### src/rtl/debouncer_pkg.sv
// Shared types and helpers for the multi-channel switch debouncer.
package debouncer_pkg;

  // Debounced level of one channel, already polarity-normalised.
  typedef enum logic {
    ST_OFF = 1'b0,
    ST_ON  = 1'b1
  } db_state_e;

  // Widest debounce counter the threshold helper can carry.
  localparam int unsigned MaxCntW = 32;

  localparam logic [MaxCntW-1:0] ThreshOne = {{(MaxCntW-1){1'b0}}, 1'b1};

  // A zero threshold would never let the counter qualify, so treat it as one cycle.
  function automatic logic [MaxCntW-1:0] t_eff(input logic [MaxCntW-1:0] thresh);
    return (thresh == '0) ? ThreshOne : thresh;
  endfunction

endpackage

### src/rtl/debounce_ch.sv
// One debouncer channel: 2FF synchroniser, polarity normalisation, ON/OFF FSM with
// restartable debounce counter, registered press/release pulses and long-press detect.
module debounce_ch
  import debouncer_pkg::*;
#(
  parameter int unsigned CNT_W     = 16,
  parameter bit          IS_PULLUP = 1'b0,
  parameter int unsigned LONG_W    = 20,
  parameter int unsigned LONG_CYC  = 2**19
) (
  input  logic             clk,
  input  logic             rstn,
  input  logic             i_sig,
  input  logic [CNT_W-1:0] i_thresh,
  output logic             o_state,
  output logic             o_press,
  output logic             o_release,
  output logic             o_long
);

  // Hold counter saturates here; the long pulse fires one value earlier.
  localparam logic [LONG_W-1:0] HoldMax  = LONG_W'(LONG_CYC);
  localparam logic [LONG_W-1:0] HoldFire = LONG_W'(LONG_CYC - 1);
  localparam bit                LongEn   = (LONG_CYC != 0);

  if ((64'(LONG_CYC) >> LONG_W) != 64'd0) begin : g_long_w_check
    $error("debounce_ch: LONG_W too narrow to hold LONG_CYC");
  end

  logic             sync1_q, sync1_d;
  logic             sync2_q, sync2_d;
  db_state_e        state_q, state_d;
  db_state_e        s_state;
  logic [CNT_W-1:0] cnt_q, cnt_d;
  logic [CNT_W-1:0] thresh_m1;
  logic [LONG_W-1:0] hold_q, hold_d;
  logic             press_q, press_d;
  logic             release_q, release_d;
  logic             long_q, long_d;

  // Clamped threshold minus one: the counter value at which a differing level is accepted.
  always_comb begin
    thresh_m1 = CNT_W'(t_eff(MaxCntW'(i_thresh)) - ThreshOne);
  end

  // Synchroniser next state; reset loads the idle level so leaving reset looks like OFF.
  always_comb begin
    sync1_d = i_sig;
    sync2_d = sync1_q;
  end

  // Synchroniser flops.
  always_ff @(posedge clk) begin
    if (!rstn) begin
      sync1_q <= IS_PULLUP;
      sync2_q <= IS_PULLUP;
    end else begin
      sync1_q <= sync1_d;
      sync2_q <= sync2_d;
    end
  end

  // Debounce FSM: any agreement with the current state restarts the count.
  always_comb begin
    state_d   = state_q;
    cnt_d     = cnt_q;
    press_d   = 1'b0;
    release_d = 1'b0;
    s_state   = ((sync2_q ^ IS_PULLUP) == 1'b1) ? ST_ON : ST_OFF;

    if (s_state == state_q) begin
      cnt_d = '0;
    end else if (cnt_q >= thresh_m1) begin
      // >= lets a lowered threshold take effect immediately and keeps cnt from wrapping.
      cnt_d = '0;
      if (state_q == ST_OFF) begin
        state_d = ST_ON;
        press_d = 1'b1;
      end else begin
        state_d   = ST_OFF;
        release_d = 1'b1;
      end
    end else begin
      cnt_d = cnt_q + CNT_W'(1);
    end
  end

  // Long-press hold counter: saturating at LongCyc makes the fire value unique per press.
  always_comb begin
    hold_d = '0;
    long_d = 1'b0;
    if (state_q == ST_ON) begin
      hold_d = (hold_q != HoldMax) ? hold_q + LONG_W'(1) : hold_q;
      long_d = LongEn && (hold_q == HoldFire);
    end
  end

  // State, counters and registered event pulses.
  always_ff @(posedge clk) begin
    if (!rstn) begin
      state_q   <= ST_OFF;
      cnt_q     <= '0;
      hold_q    <= '0;
      press_q   <= 1'b0;
      release_q <= 1'b0;
      long_q    <= 1'b0;
    end else begin
      state_q   <= state_d;
      cnt_q     <= cnt_d;
      hold_q    <= hold_d;
      press_q   <= press_d;
      release_q <= release_d;
      long_q    <= long_d;
    end
  end

  assign o_state   = (state_q == ST_ON);
  assign o_press   = press_q;
  assign o_release = release_q;
  assign o_long    = long_q;

endmodule

### src/rtl/debouncer_mc.sv
// Multi-channel switch debouncer: N_CH independent channels sharing one run-time threshold.
module debouncer_mc
  import debouncer_pkg::*;
#(
  parameter int unsigned          N_CH        = 4,
  parameter int unsigned          CNT_W       = 16,
  parameter logic [N_CH-1:0]      PULLUP_MASK = '0,
  parameter int unsigned          LONG_W      = 20,
  parameter int unsigned          LONG_CYC    = 2**19
) (
  input  logic             clk,
  input  logic             rstn,
  input  logic [N_CH-1:0]  i_sig,
  input  logic [CNT_W-1:0] i_thresh,
  output logic [N_CH-1:0]  o_state,
  output logic [N_CH-1:0]  o_press,
  output logic [N_CH-1:0]  o_release,
  output logic [N_CH-1:0]  o_long
);

  if (N_CH < 1) begin : g_nch_check
    $error("debouncer_mc: N_CH must be at least 1");
  end

  if (CNT_W < 1 || CNT_W > MaxCntW) begin : g_cntw_check
    $error("debouncer_mc: CNT_W out of supported range");
  end

  for (genvar c = 0; c < N_CH; c++) begin : g_ch
    debounce_ch #(
      .CNT_W     (CNT_W),
      .IS_PULLUP (PULLUP_MASK[c]),
      .LONG_W    (LONG_W),
      .LONG_CYC  (LONG_CYC)
    ) u_ch (
      .clk       (clk),
      .rstn      (rstn),
      .i_sig     (i_sig[c]),
      .i_thresh  (i_thresh),
      .o_state   (o_state[c]),
      .o_press   (o_press[c]),
      .o_release (o_release[c]),
      .o_long    (o_long[c])
    );
  end

endmodule
### config.mk
export PLATFORM = sky130hd
export DESIGN_NAME = debouncer_mc
export DESIGN_NICKNAME = d
export VERILOG_FILES = /design/src/rtl/debouncer_pkg.sv /design/src/rtl/debounce_ch.sv /design/src/rtl/debouncer_mc.sv
export SDC_FILE = /design/constraint.sdc
export NUM_CORES = 1
export LEC_CHECK = 0
export BUFFER_PORTS_ARGS = -buffer_cell sky130_fd_sc_hd__clkbuf_2
export CAP_MARGIN = 10
export CORE_AREA = 2 2 156 196
export CTS_BUF_LIST = sky130_fd_sc_hd__clkbuf_4 sky130_fd_sc_hd__clkbuf_8
export CTS_CLUSTER_SIZE = 30
export DETAILED_ROUTE_END_ITERATION = 10
export DIE_AREA = 0 0 158 198
export SLEW_MARGIN = 20
export SYNTH_ARGS = -nofsm -noshare
export SYNTH_HDL_FRONTEND = slang
export SYNTH_SLANG_ARGS = --single-unit
### constraint.sdc
create_clock -name clk -period 8.12 [get_ports clk]
set_input_delay 0.812 -clock clk [delete_from_list [all_inputs] [get_ports clk]]
set_output_delay 0.812 -clock clk [all_outputs]
set_load 0.02 [all_outputs]
Word-level counts from Yosys, hierarchy flattened
Index checks and enable logic that the tools add are counted.

Register bits after elaboration: 168. Input port bits: 22. Output and inout port bits: 16. Logic and storage cells: 96.

Add/subtract/negate cells: 9. Magnitude comparators: 4. Eq/ne operators: 12. Mux-type cells: 13. Bitwise logic cells: 9. Reduce and logical (&&, ||, !) cells: 17.

Operators by type and width (number): $add 20x1->20 const B (4); $eq 20x19->1 const B (4); $ne 20x20->1 const B (4); $add 16x1->16 const B (4); $ge 16x16->1 (4); $reduce_or 3->1 (8); $logic_not 16->1 (1); $mux 16 (1); $reduce_and 2->1 (8); $sub 16x1->16 const B (1); $mux 1 (12); $not 1->1 (9); $eq 1x1->1 (4).

Longest topological paths before layout
Word-level depth: 6. Mapped depth: 18. Depth with buffers taken out: 16.

Modules after synthesis
Synthesis repeated with hierarchy kept, for this count alone.

Cell total of the unflattened synthesis: 1109. Area, all modules: 9620.5 sq um.

By module, submodules not included: debounce_ch (g_ch[0].u_ch ...) (instances 3, cells an instance 280, area each 2378.5 sq um, sequential area each 840.8 sq um); debounce_ch (g_ch[1].u_ch) (instances 1, cells an instance 269, area each 2484.9 sq um, sequential area each 840.8 sq um).

Worst setup path after synthesis
OpenSTA, ideal clock, no wires.

Kind: in2reg. Start point: input i_thresh[9]. End point: register g_ch[1].u_ch.cnt_q[9]. Setup time: 0.064 ns. Arrival time: 4.986 ns. Required time: 8.056 ns. Path slack: 3.069 ns. Stages on the path: 18. Path buffers: 2. Path through: or4_4 > or4_1 > and2b_2 > a21oi_1 > ha_1 > or3b_1 > or3_4 > or4_4 > nor4_4 > xnor2_1 > ha_1 > nand4_1 > a211oi_1 > or3_1 > or4b_1 > buf_2 > buf_6 > nor2_1.

Word-level cells in the longest chain between the ends: 5.

RTL lines: start: declaration (line debouncer_mc.sv:14) `input logic [CNT_W-1:0] i_thresh,`; $logic_not 16->1 (line debouncer_pkg.sv:17) `return (thresh == '0) ? ThreshOne : thresh;`; $mux 16 (*) (line debouncer_pkg.sv:17); $sub 16x1->16 (*) (line debounce_ch.sv:43) `thresh_m1 = CNT_W'(t_eff(MaxCntW'(i_thresh)) - ThreshOne);`; $ge 16x16->1 (*) (line debounce_ch.sv:73) `end else if (cnt_q >= thresh_m1) begin`; $reduce_or 3->1 (no source line) (*); end signal: assignment (line debounce_ch.sv:109) `cnt_q <= cnt_d;`; end: declaration (line debounce_ch.sv:34) `logic [CNT_W-1:0] cnt_q, cnt_d;`.

Mark *: on every way between the ends. The rest lies on a longest branch, timed or not. A chain may end at the register's enable or synchronous reset.

Worst setup path in the final report
Start point: input i_thresh[9]. End point: register g_ch[2].u_ch.cnt_q[3].

Word-level cells in the longest chain between the ends: 5.

RTL lines (line): $logic_not 16->1 (debouncer_pkg.sv:17); $mux 16 (*) (debouncer_pkg.sv:17); $sub 16x1->16 (*) (debounce_ch.sv:43); $ge 16x16->1 (*) (debounce_ch.sv:73); $reduce_or 3->1 (no source line) (*); end signal: assignment (debounce_ch.sv:109); end: declaration (debounce_ch.sv:34).

Marked as above.

==> results.md <==
- Number of hold violations in the final report: 0
- Finished Layout Cells: 1426
- # IOs: 38
- Vias after detailed routing: 6786
- Syn Area/Cell: 8.79 um2
- Vias in the first global route: 6470
- Critical path type: in2reg
- Clock sink count: roughly 170
- CTS resizes: 0
- Final min period: 5470 ps
- Share of layout cells above drive strength 1: 7.90%
- Inst Count DP: approximately 1400
- Placed Area: approximately 0.0092 mm2
- CP top delay family: simple AND/OR/NAND/NOR gates
- Gp weighted congestion: 0.780
- Synth warnings: 0
- Register area share after synthesis: between 30% and 40%
- Maximum clock rate: 183 MHz
- Clk pin slew, worst setup/hold paths: 100 ps
- P_leak: 0.00338 uW
- Post-DP HPWL: 13.4 mm
- Core Rows: 71
- Cell area after synthesis: approximately 0.0087 mm2
- TritonCTS Buffers: 17
- H-tree Lvls: 4
- Post-CTS Setup Inserts: 0
- Longest Clk Path Bufs: 2
- Detail Route Antenna Nets: 0
- Crit-path cells: clkbuf_2 > or4_4 > or4_1 > and2b_2 > a21oi_1 > ha_1 > or3b_1 > or3_4 > or4_4 > nor4_4 > xnor2_1 > ha_1 > nand4_1 > a211oi_1 > a2111oi_0 > nand4_1 > nor2_1
- # hold bufs at CTS: 0
- Post-synth EDFFs: 0
- Slew at the pin closest to its max-slew limit: about 1000 ps
- Hold WC Path Type: reg2reg
- Final wirelength: 18.3 mm
- Finished Cell Area: 0.00963 mm2
- Grt ovf: 0
- Synth Net Count: 1093
- Slowest stage cell, crit path: nand4_1
- Peak supply drop: between 70 and 80 uV
- MaxCap Viol Count: 0
- DR DRC count: 0
- Initial Util: 29.4%
- CP Launch Type: input port
- #FFs+latches synth: 168
- Max-slew violation count: 0
- Routed WL per cell: between 10 and 15 um
- Slew margin rel.: 29.9%
- DR pass1 iterations: 5
- Commonest non-fill, non-tap cell in the layout: dfxtp_1
- Critical Path End Type: flip-flop
- First-pass GRT wire length: 30.6 mm
- Final core utilization: 32.5%
- Async set or reset register ratio after synthesis: 0%
- Clock latency on the worst-skew pair: 470 ps
- Library cells used by synthesis: 50
- P per Cell Area: 158 mW/mm2
- Setup_tns: 0 ps
- Nets: 1111
- Pin count of the biggest net entering global routing: 24
- Period utilization: around 67%
- Commonest non-fill, non-tap cells in the layout: dfxtp_1 (168), nor2_1 (151), xor2_1 (79)
- IO Port Bufs: 37
- Die ar.: 0.0313 mm2
- Crit-path max cell delay: 670 ps
- Worst endpoint required time: 8510 ps
- Drt first-iter violations: 303
- Initial antenna violation count: 0
- Die width: between 150 and 200 um
- DR vias/cell: 4.76
- Synth-to-Final Area Change: 10.3%
- N_diodes: 0
- Root Driver: clkbuf_8
- Total GRT Usage: 12.2%
- Endpoints failing setup: 0
- CTS tree: yes
- Worst clock skew: 18.4 ps
- RSZ-0062 raised after global routing: false
- Cells after synthesis: just under 1000
- R2R setup slack: 5640 ps
- Worst Path Arrival: 5850 ps
- Crit Path Max Fanout: 16
- Main flop type after synthesis: dfxtp_1
- Placeable Area: around 0.030 mm2
- Status: completed
- Crit path buf inv count: 1
- Die Y: between 150 and 200 um
## worst reg2reg max path: stages (launching register included)
cell       delay, ps
dfxtp_1          430
ha_1             290
a21oi_1          160
a211oi_1          90
a2111oi_0        490
nand4_1          670
nor2_1           270
## final timing paths
check                              startpoint                          endpoint  cells after the start
max                               i_thresh[9]  g_ch[2].u_ch.cnt_q[3]$_SDFF_PP0_                     17
min           g_ch[2].u_ch.sync1_q$_SDFF_PN0_   g_ch[2].u_ch.sync2_q$_SDFF_PN0_                      1
max reg2reg  g_ch[2].u_ch.cnt_q[7]$_SDFF_PP0_  g_ch[2].u_ch.cnt_q[3]$_SDFF_PP0_                      6
min reg2reg   g_ch[2].u_ch.sync1_q$_SDFF_PN0_   g_ch[2].u_ch.sync2_q$_SDFF_PN0_                      1
## cell usage after synthesis (all sizes together) (2+ instances only)
cell	count	share of area [%]
or3	12	0.92
nor4	23	1.8
buf	21	1.7
a211oi	8	0.69
nor3b	7	0.60
and4	16	1.6
o21ai	25	1.4
o41ai	2	0.20
o21bai	3	0.26
inv	29	1.2
o31ai	3	0.26
and3	21	1.5
nand4b	2	0.20
ha	77	11
xor2	79	7.9
a21oi	27	1.5
dfxtp	168	38
nor3	37	2.2
or4	6	0.62
nand3	60	3.4
and2	14	1.0
xnor2	54	5.4
nor2	151	6.5
clkbuf	17	0.73
or4b	2	0.23
mux2i	8	0.92
nand2	59	2.5
nand4	37	2.6
or3b	4	0.40
nand2b	5	0.36
nor4b	8	0.80
## sequential cells by signal, indices dropped and copies added (netlist names)
name	count
g_ch.u_ch.cnt_q	64
g_ch.u_ch.hold_q	80
g_ch.u_ch.o_long	4
g_ch.u_ch.o_press	4
g_ch.u_ch.o_release	4
g_ch.u_ch.o_state	4
g_ch.u_ch.sync1_q	4
g_ch.u_ch.sync2_q	4
## where the power goes
| part | internal (uW) | switching (uW) |
|---|---|---|
| combinational | 19.5 | 34.9 |
| sequential | 826 | 1.78 |
| clock | 295 | 343 |
## through the flow
stage          power, uW  hold WS (ps)  setup slack [ps]
2_1_floorplan        879           412              3070
3_3_place_gp         900           413              2330
3_5_place_dp         901           419              2180
4_1_cts             1550           431              2700
5_1_grt             1590           445              2340
6_report            1520           430              2650
## kinds of logic (layout without fill, tap and decap cells)
group | after synthesis | count (layout) | share of synthesized area (%)
and+or+nand+nor | 468 | 468 | 27.7
DFF | 168 | 168 | 38.5
xor gates and xnor gates | 133 | 133 | 13.3
adders and majority gates | 77 | 77 | 11.0
AOI/OAI and AO/OA | 73 | 73 | 4.88
buffers and inverters | 67 | 98 | 3.68
muxes | 8 | 8 | 0.917
## per-layer routing
metal | GRT usage [%] | share of wire [%] | vias to the layer above
met5 | 0 | 0 | -
met4 | 4.80 | 2.2 | 0
met3 | 2.56 | 3.2 | 25
met2 | 21.0 | 48 | 101
met1 | 14.8 | 47 | 3144
li1 | - | - | 3516
## cell type report
| type | count | area, um2 |
|---|---|---|
| flip-flops and latches | 168 | 3360 |
| clock inverters | 14 | 175 |
| multi-input cells | 759 | 5050 |
| well taps | 401 | 502 |
| clock buffers | 18 | 248 |
| fillers | 3157 | 20000 |
| repair buffers | 37 | 185 |
| inverters | 29 | 109 |
Power figures use the tool's default switching activity.
